File: config.mk
export PLATFORM = sky130hd
export DESIGN_NAME = readout_sequencer
export DESIGN_NICKNAME = d
export VERILOG_FILES = /design/src/rtl/readout_sequencer.sv
export SDC_FILE = /design/constraint.sdc
export NUM_CORES = 1
export LEC_CHECK = 0
export BUFFER_PORTS_ARGS = -buffer_cell sky130_fd_sc_hd__buf_2
export CAP_MARGIN = 30
export CORE_MARGIN = 3
export CORE_UTILIZATION = 55
export DETAILED_ROUTE_END_ITERATION = 12
export GPL_ROUTABILITY_DRIVEN = 0
export PLACE_DENSITY = 0.82
export SETUP_SLACK_MARGIN = 0.1
export SLEW_MARGIN = 15
export SYNTH_ARGS = -nofsm -noshare
export SYNTH_HDL_FRONTEND = slang
export SYNTH_SLANG_ARGS = --single-unit
export TNS_END_PERCENT = 30
File: constraint.sdc
create_clock -name clk -period 3.6 [get_ports clk]
set_input_delay 0.18 -clock clk [delete_from_list [all_inputs] [get_ports clk]]
set_output_delay 0.18 -clock clk [all_outputs]
set_load 0.005 [all_outputs]
File: src/rtl/readout_sequencer.sv
// readout_sequencer: walks the readout byte map and hands each settled byte to the host link (optional FRAME_CHECKSUM_EN appends an XOR checksum byte)
module readout_sequencer #(
    parameter int LAST_ADDR     = 23,
    parameter int SKIP_ADDR     = 6,
    parameter int PARK_ADDR     = 31,
    parameter int SETTLE_CYCLES = 2
) (
    input  logic       clk,
    input  logic       rst,
    input  logic       start,
    output logic [4:0] addr,
    input  logic [7:0] rd_bus,
    output logic [7:0] out_data,
    output logic       out_valid,
    input  logic       out_ready,
    output logic       busy,
    output logic       done
);
    localparam logic [1:0] IDLE   = 2'd0;
    localparam logic [1:0] SETTLE = 2'd1;
    localparam logic [1:0] SEND   = 2'd2;
`ifdef FRAME_CHECKSUM_EN
    localparam logic [1:0] CKSUM  = 2'd3;
`endif
    localparam logic [4:0] LAST_A    = 5'(LAST_ADDR);
    localparam logic [4:0] SKIP_A    = 5'(SKIP_ADDR);
    localparam logic [4:0] PARK_A    = 5'(PARK_ADDR);
    localparam logic [3:0] SETTLE_M1 = 4'(SETTLE_CYCLES - 1);

    logic [1:0] state;
    logic [3:0] cnt;
    logic [4:0] inc;
    logic [4:0] next_addr;
`ifdef FRAME_CHECKSUM_EN
    logic [7:0] cksum;
`endif

    // next address in the map, stepping over the unmapped hole
    always_comb begin
        inc       = addr + 5'd1;
        next_addr = (inc == SKIP_A) ? inc + 5'd1 : inc;
    end

    // frame sequencing: settle, capture, hand off, advance or park
    always_ff @(posedge clk) begin
        if (rst) begin
            state     <= IDLE;
            cnt       <= 4'd0;
            addr      <= PARK_A;
            out_data  <= 8'd0;
            out_valid <= 1'b0;
            busy      <= 1'b0;
            done      <= 1'b0;
`ifdef FRAME_CHECKSUM_EN
            cksum     <= 8'd0;
`endif
        end else begin
            done <= 1'b0;
            case (state)
                IDLE: if (start) begin
                    addr  <= 5'd0;
                    busy  <= 1'b1;
                    cnt   <= SETTLE_M1;
                    state <= SETTLE;
`ifdef FRAME_CHECKSUM_EN
                    cksum <= 8'd0;
`endif
                end
                SETTLE: if (cnt == 4'd0) begin
                    out_data  <= rd_bus;
                    out_valid <= 1'b1;
                    state     <= SEND;
                end else begin
                    cnt <= cnt - 4'd1;
                end
                SEND: if (out_ready) begin
                    out_valid <= 1'b0;
`ifdef FRAME_CHECKSUM_EN
                    cksum     <= cksum ^ out_data;
`endif
                    if (addr == LAST_A) begin
                        addr  <= PARK_A;
`ifdef FRAME_CHECKSUM_EN
                        out_data  <= cksum ^ out_data;
                        out_valid <= 1'b1;
                        state     <= CKSUM;
`else
                        busy  <= 1'b0;
                        done  <= 1'b1;
                        state <= IDLE;
`endif
                    end else begin
                        addr  <= next_addr;
                        cnt   <= SETTLE_M1;
                        state <= SETTLE;
                    end
                end
`ifdef FRAME_CHECKSUM_EN
                CKSUM: if (out_ready) begin
                    out_valid <= 1'b0;
                    busy      <= 1'b0;
                    done      <= 1'b1;
                    state     <= IDLE;
                end
`endif
                default: state <= IDLE;
            endcase
        end
    end
endmodule

==> flow_summary.toml, run 1 <==
[cells_and_area]
area_growth_syn_to_layout_pct = 16.6
final_cell_mix = "buf_2 (27), nand2_1 (22), dfxtp_1 (22), a21oi_1 (16), nor2_1 (8)"
final_common_cell = "buf_2"
drive_gt1_frac = 0.243
fillers = 150
fin_nets = 171
diodes = 0

[floorplan]
start_util = 0.610
die_w_um = 50.7
dieArea_mm2 = 0.00257
core_mm2 = 0.00180
rows = 15
fp.dieH_um = 50.7
ios = 28

[synthesis]
synth_edf_count = 0
yosysSeqAreaShare = 0.401
ys_ff_latch = 22
synthDistinctLibCells = 39
syn_avg_cell_area_um2 = 8.65
async_reset_ff_frac = 0
syn_area_mm2 = 0.00110
yosysWarnings = 0
syn_nets = 145
syn_inst = 127
synthFlopType = "dfxtp_1"

[timing]
clock.fmax_mhz = 569
hold_violations = 0
finalCritPeriodShare = 0.488
fin_crit_ns = 1.76
setup_tns_ns = 0
clock_skew_ns = 0.00495
final_max_slew_viol_count = 0
setup_viol = 0
rsz0062_at_grt = "no"
slew_headroom = 0.740
tightest_slew_ns = 0.389

[clock_tree]
clk_pin_slew_worst_paths_ns = 0.12
cts.sinks = 22
clockRootBuffer = "clkbuf_4"
cts_resized = 0
clk_latency_ns = 0.31
cts_buffers = 3
cts_hold_buf = 0
htree_levels = 1
cts_setup_buffers = 0
tritoncts = "yes"
cts_buffer_depth = 2

[drt]
drt-initial-drc-count = 34
via_per_inst = 5.47
vias = 969
antenna_left = 0
drcViolationCount = 0
wl_um = 2340
wl_per_cell_um = 13.2
drtPass1Iterations = 4

[global_routing]
grt_pass1_wl_um = 3870
grt_max_degree = 23
grt-ovfl-total = 0
track_usage = 0.199
antenna_found_initial = 0
grt_pass1_vias = 869

[worst_hold_path]
min_from = "rd_bus[0]"
hold_path_end = "out_data[0]$_SDFFE_PP0P_"
worstHoldPathType = "input pin to flop"
whs_path_depth = 3

[pwr]
p_leak_nw = 0.554
vdd_ir_drop_max_mv = 0.393
p_total_mw = 0.798
powerDensity_mw_per_mm2 = 623

[worst_setup_path]
reg2reg_setup_slack_ns = 1.84
cp.arrival_ns = 1.97
cp_max_fo = 10
worstSetupStartpointType = "flop"
worstRegToRegCells = 5
endpoint_kind = "flop"
reg2reg_to = "addr[0]$_SDFFE_PP1P_"
r2r_start = "addr[0]$_SDFFE_PP1P_"
required_ns = 3.81
criticalPathCategory = "flop to flop"

[placement]
port_buffers = 27
dpl.hpwl_um = 1690

[outcome]
outcome = "finished, final reports clean"

[run]
drv_cap = 0
[power by group]
group / switching, mW / total, mW / internal, mW
Combinational: 0.149 / 0.271 / 0.122
Sequential: 0.0476 / 0.338 / 0.290
Clock: 0.0764 / 0.189 / 0.113
[critical path: stages, from the launching register on]
cell	delay [ns]
dfxtp_1	0.52
ha_1	0.28
xor2_1	0.20
nand3b_1	0.17
nand2b_1	0.18
a221o_1	0.30
[per-layer routing]
metal	vias to the layer above	wire length [um]	track usage
met2	37	1170	0.339
li1	494	-	-
met1	432	962	0.226
met3	6	160	0.0653
met4	0	47	0.0807
met5	-	0	0
[kinds of logic (layout without fill, tap and decap cells)]
family | Yosys count | after routing | synth area share
AOI/OAI and AO/OA | 34 | 34 | 0.212
adders and majority gates | 6 | 6 | 0.0683
muxes | 1 | 1 | 0.00911
DFF | 22 | 22 | 0.401
buffers and inverters | 13 | 38 | 0.0569
xor gates and xnor gates | 5 | 5 | 0.0399
and+or+nand+nor | 46 | 46 | 0.213
[how the worst max path moves through the flow]
stage / endpoint / depth (start not counted) / start
after floorplan: addr[0]$_SDFFE_PP1P_ / 5 / addr[0]$_SDFFE_PP1P_
after detailed placement: cnt[0]$_SDFFE_PP0P_ / 6 / cnt[0]$_SDFFE_PP0P_
after global routing: addr[3]$_SDFFE_PP1P_ / 5 / addr[0]$_SDFFE_PP1P_
after global placement: addr[0]$_SDFFE_PP1P_ / 5 / addr[0]$_SDFFE_PP1P_
after CTS: addr[0]$_SDFFE_PP1P_ / 5 / addr[0]$_SDFFE_PP1P_
final: addr[0]$_SDFFE_PP1P_ / 5 / addr[0]$_SDFFE_PP1P_
[cell usage after synthesis (3+ instances only)]
| cell type | count | area, um^2 |
|---|---|---|
| dfxtp_1 | 22 | 440 |
| nand2_1 | 22 | 82.6 |
| a21oi_1 | 16 | 80.1 |
| nor2_1 | 8 | 30.0 |
| inv_1 | 7 | 26.3 |
| ha_1 | 6 | 75.1 |
| buf_4 | 3 | 22.5 |
| o21ai_0 | 3 | 15.0 |
| xor2_1 | 3 | 26.3 |
[stage by stage]
step | util | cell area (um^2) | worst slack [ns] | std cells | hold slack (ns)
3_5_place_dp | 0.682 | 1230 | 1.91 | 173 | 0.430
5_1_grt | 0.711 | 1280 | 1.67 | 177 | 0.0761
3_3_place_gp | 0.682 | 1230 | 1.98 | 173 | 0.422
6_report | 0.711 | 1280 | 1.84 | 177 | 0.0907
4_1_cts | 0.711 | 1280 | 1.84 | 177 | 0.0864
2_1_floorplan | - | 1100 | 2.04 | 127 | 0.316
[sequential cells by signal, summed over array words and instances (netlist names)]
| name | cells |
|---|---|
| out_valid | 1 |
| state | 2 |
| out_data | 8 |
| done | 1 |
| busy | 1 |
| addr | 5 |
| cnt | 4 |
[layout make-up]
type	instances	area (um^2)	area share
well taps	25	31.3	0.0244
repair buffers	27	135	0.105
inverters	7	26.3	0.0205
clock buffers	3	22.5	0.0176
clock inverters	1	30.0	0.0234
flip-flops and latches	22	440	0.344
multi-input cells	92	596	0.465
Power figures use the tool's default switching activity.
==> run 2, diff against run 1 <==
Settings changed: CORE_UTILIZATION 55 to 46, PLACE_DENSITY 0.82 to 0.74.
Clock period 3.6 ns to 1.6 ns, I/O delays scaled along.
==> flow_summary.toml, run 2 (synthesis gave the netlist of run 1 again) <==
[cells_and_area]
fillers = 200
top_regs = "out_data x8, addr x5, cnt x4"
fin_nets = 182
final_common_cell = "buf_2"
multi_input_area_um2 = 636
area_growth_syn_to_layout_pct = 30.8
largest_register_ffs = 8
final_cell_mix = "buf_2 (27), nand2_1 (21), dfxtp_1 (18), a21oi_1 (16)"
drive_gt1_frac = 0.313
final-seq-area_um2 = 445
largest-register = "out_data"
final_cells = 191
diodes = 0
design_area_mm2 = 0.00144

[timing]
tightest_slew_ns = 0.387
setup_tns_ns = 0
hold_violations = 0
setup_viol = 0
fin_crit_ns = 1.49
rsz0062_at_grt = "yes"
clock.fmax_mhz = 670
finalCritPeriodShare = 0.932
clock_skew_ns = 0.0119
fin_ws_ns = 0.108
slew_headroom = 0.742
final_max_slew_viol_count = 0

[global_routing]
antenna_found_initial = 0
grt_max_degree = 23
grt_pass1_wl_um = 3730
track_usage = 0.172
grt_pass1_vias = 903
grt-ovfl-total = 0

[outcome]
outcome = "finished, final reports clean"

[drt]
wl_per_cell_um = 12.9
vias = 1001
drt-initial-drc-count = 22
via_per_inst = 5.24
drtPass1Iterations = 4
drcViolationCount = 0
wl_um = 2460
antenna_left = 0

[clock_tree]
tritoncts = "yes"
cts_setup_buffers = 0
clk_latency_ns = 0.31
clk_pin_slew_worst_paths_ns = 0.13
htree_levels = 1
clockRootBuffer = "clkbuf_4"
cts.sinks = 22
cts_buffers = 3
cts_buffer_depth = 2

[worst_setup_path]
worstRegToRegCells = 5
required_ns = 1.80
endpoint_kind = "flop"
worstSetupStartpointType = "flop"
cp_max_fo = 7
criticalPathCategory = "flop to flop"
cp.arrival_ns = 1.69
reg2reg_to = "addr[2]$_SDFFE_PP1P_"
worstSetupStartpoint = "addr[2]$_SDFFE_PP1P_"
r2r_start = "addr[2]$_SDFFE_PP1P_"
reg2reg_setup_slack_ns = 0.11

[worst_hold_path]
whs_path_depth = 3
worstHoldPathType = "input pin to flop"
hold_path_end = "state[1]$_SDFFE_PP0P_"
min_from = "out_ready"

[floorplan]
core_mm2 = 0.00223
fp.dieH_um = 54.9
die_w_um = 54.9
rows = 17
dieArea_mm2 = 0.00301
start_util = 0.492
ios = 28

[placement]
port_buffers = 27
dpl.hpwl_um = 1680
place_ws_ns = 0.0685
place_inst = 179
dpl_cell_area_mm2 = 0.00126

[run]
drv_cap = 0

[pwr]
p_leak_nw = 0.607
powerDensity_mw_per_mm2 = 1330
vdd_ir_drop_max_mv = 0.810
[run 2: cell types whose count changed in the layout (fill, tap and decap cells not counted), moves of 2 or more]
cell,before,now
dlygate4sd3_1,0,8
dfxtp_1,22,18
buf_4,0,2
ha_1,6,4
dfxtp_2,0,4
[run 2: power breakdown]
group	internal [mW]	switching (mW)
sequential	0.658	0.110
combinational	0.353	0.362
clock	0.253	0.177
total	1.26	0.649
[run 2: cell type report]
type                    instances  area share
clock buffers                   3      0.0157
clock inverters                 1      0.0209
inverters                       7      0.0183
multi-input cells              92       0.443
flip-flops and latches         22       0.310
well taps                      28      0.0244
repair buffers                 38       0.168
[run 2: what timing repair did]
action                     CTS  global route
resized for setup            5             9
hold endpoints to repair     8             0
setup endpoints to repair   11            13
hold buffers                 8             0
pin swaps                    0             2
[run 2: how the worst max path moves through the flow]
stage / end / slack [ns]
2_1_floorplan: addr[0]$_SDFFE_PP1P_ / 0.11
3_3_place_gp: addr[0]$_SDFFE_PP1P_ / 0.13
3_5_place_dp: out_data[1]$_SDFFE_PP0P_ / 0.07
4_1_cts: addr[2]$_SDFFE_PP1P_ / 0.09
5_1_grt: addr[2]$_SDFFE_PP1P_ / -0.003
6_report: addr[2]$_SDFFE_PP1P_ / 0.11
[run 2: critical path, stage by stage (launching register included)]
cell and delay, ns:
dfxtp_2 0.43, ha_2 0.24, nand2_1 0.07, xor2_1 0.19, nor4bb_2 0.34, o31ai_1 0.11
[run 2: stage by stage]
stage	utilization	power (mW)	hold slack (ns)
floorplan	-	1.23	0.216
global placement	0.562	1.38	0.320
detailed placement	0.562	1.40	0.328
CTS	0.628	1.88	0.0686
global route	0.643	2.06	0.0806
finish	0.643	1.91	0.0839
[run 2: per-layer routing]
metal | routed length [um] | share of wire | GRT usage
met4 | 16 | 0.0065 | 0.0747
met3 | 109 | 0.044 | 0.0381
met5 | 0 | 0 | 0
met2 | 1220 | 0.50 | 0.309
met1 | 1110 | 0.45 | 0.192
==> run 3, diff against run 2 <==
Settings changed: CORE_ASPECT_RATIO from default to 1.25.
==> flow_summary.toml, run 3 (synthesis gave the netlist of run 1 again) <==
[worst_setup_path]
required_ns = 1.80
slowest_stage = "dfxtp_2"
endpoint_kind = "flop"
cpPeakStageDelay_ns = 0.36
crit_chain = "ha_1 > nand2_1 > xor2_1 > nor4bb_1 > o31ai_1"
reg2reg_setup_slack_ns = 0.14
cp_max_fo = 4
cp_top_family = "simple AND/OR/NAND/NOR gates"
cp_num_buf_inv = 0
cp.arrival_ns = 1.66
worstSetupStartpointType = "flop"
criticalPathCategory = "flop to flop"
reg2reg_to = "addr[2]$_SDFFE_PP1P_"
r2r_start = "addr[1]$_SDFFE_PP1P_"
worstRegToRegCells = 5

[clock_tree]
tritoncts = "yes"
cts.sinks = 22
cts_setup_buffers = 0
cts_buffer_depth = 2
clockRootBuffer = "clkbuf_4"
clk_latency_ns = 0.31
htree_levels = 1
clk_pin_slew_worst_paths_ns = 0.13
cts_buffers = 3

[drt]
wl_per_cell_um = 12.7
wl_um = 2480
via_per_inst = 5.22
drcViolationCount = 0
drt-initial-drc-count = 30
drtPass1Iterations = 4
vias = 1018
antenna_left = 0

[floorplan]
die_w_um = 49.7
core_mm2 = 0.00223
ios = 28
start_util = 0.492
rows = 19
dieArea_mm2 = 0.00301
fp.dieH_um = 60.6

[global_routing]
grt_max_degree = 23
grt-ovfl-total = 0
grt_pass1_wl_um = 4110
grt_pass1_vias = 970
track_usage = 0.175
antenna_found_initial = 0

[cells_and_area]
drive_gt1_frac = 0.311
final_cell_mix = "buf_2 (27), nand2_1 (21), dfxtp_1 (19), a21oi_1 (15)"
top_regs = "out_data x8, addr x5, cnt x4"
largest-register = "out_data"
diodes = 0
final_common_cell = "buf_2"
design_area_mm2 = 0.00144
fin_nets = 183
fillers = 209
area_growth_syn_to_layout_pct = 31.2
largest_register_ffs = 8

[timing]
tightest_slew_ns = 0.397
final_max_slew_viol_count = 0
clock.fmax_mhz = 683
rsz0062_at_grt = "yes"
setup_tns_ns = 0
hold_violations = 0
finalCritPeriodShare = 0.915
fin_hold_ws_ns = 0.0799
slew_headroom = 0.735
setup_viol = 0
clock_skew_ns = 0.0101
fin_crit_ns = 1.46

[placement]
port_buffers = 27
dpl.hpwl_um = 1780
dpl_cell_area_mm2 = 0.00127

[worst_hold_path]
min_from = "out_ready"
hold_path_end = "state[1]$_SDFFE_PP0P_"
worstHoldPathType = "input pin to flop"
whs_path_depth = 3

[pwr]
vdd_ir_drop_max_mv = 0.663
p_leak_nw = 0.613
powerDensity_mw_per_mm2 = 1330
p_total_mw = 1.92

[run]
drv_cap = 0

[outcome]
outcome = "finished, final reports clean"
==> run 3: changes by cell type in the layout (fill, tap and decap cells not counted), sizes merged <==
cell	before	now
buf	30	31
==> run 3: worst max path at each step <==
stage,startpoint,endpoint,cells past startpoint
after detailed placement,addr[1]$_SDFFE_PP1P_,addr[0]$_SDFFE_PP1P_,5
after global routing,addr[1]$_SDFFE_PP1P_,addr[2]$_SDFFE_PP1P_,5
after floorplan,addr[1]$_SDFFE_PP1P_,addr[0]$_SDFFE_PP1P_,5
final,addr[1]$_SDFFE_PP1P_,addr[2]$_SDFFE_PP1P_,5
after CTS,addr[1]$_SDFFE_PP1P_,addr[0]$_SDFFE_PP1P_,5
after global placement,addr[1]$_SDFFE_PP1P_,addr[0]$_SDFFE_PP1P_,5
==> run 3: worst reg2reg max path, cell delays in order, from the launching register on <==
cell,delay (ns)
dfxtp_2,0.36
ha_1,0.25
nand2_1,0.10
xor2_1,0.20
nor4bb_1,0.32
o31ai_1,0.11
==> run 3: where the power goes <==
group	switching, mW	internal (mW)	total (mW)	leakage [nW]
registers	0.105	0.656	0.762	0.181
clock network	0.173	0.253	0.426	0.0279
logic	0.377	0.354	0.731	0.404
==> run 3: what timing repair did <==
action | 4_1_cts | 5_1_grt
endpoints found under the hold margin | 8 | 0
gates cloned | 0 | 0
pin swaps | 0 | 3
setup endpoints to repair | 6 | 14
hold buffers | 8 | 0
resized for setup | 2 | 11
==> run 3: layout make-up <==
class	instances	area [um^2]	area share
sequential	22	444	0.308
tap	31	38.8	0.0269
multi-input combinational	92	631	0.438
clock buffer	3	22.5	0.0156
clock inverter	1	30.0	0.0208
inverter	7	26.3	0.0182
timing repair buffer	39	249	0.173
==> run 3: metal layers <==
layer / vias to the layer above / track usage / routed length [um]
met5: - / 0 / 0
met1: 463 / 0.195 / 1070
met3: 2 / 0.0221 / 135
met2: 38 / 0.335 / 1270
met4: 0 / 0.0791 / 4
li1: 515 / - / -
==> run 3: through the flow <==
| step | worst slack [ns] | util | instances |
|---|---|---|---|
| detailed placement | 0.0962 | 0.567 | 183 |
| global route | 0.0739 | 0.645 | 195 |
| CTS | 0.0826 | 0.630 | 195 |
| floorplan | 0.114 | - | 127 |
| global placement | 0.162 | 0.567 | 183 |
| finish | 0.135 | 0.645 | 195 |
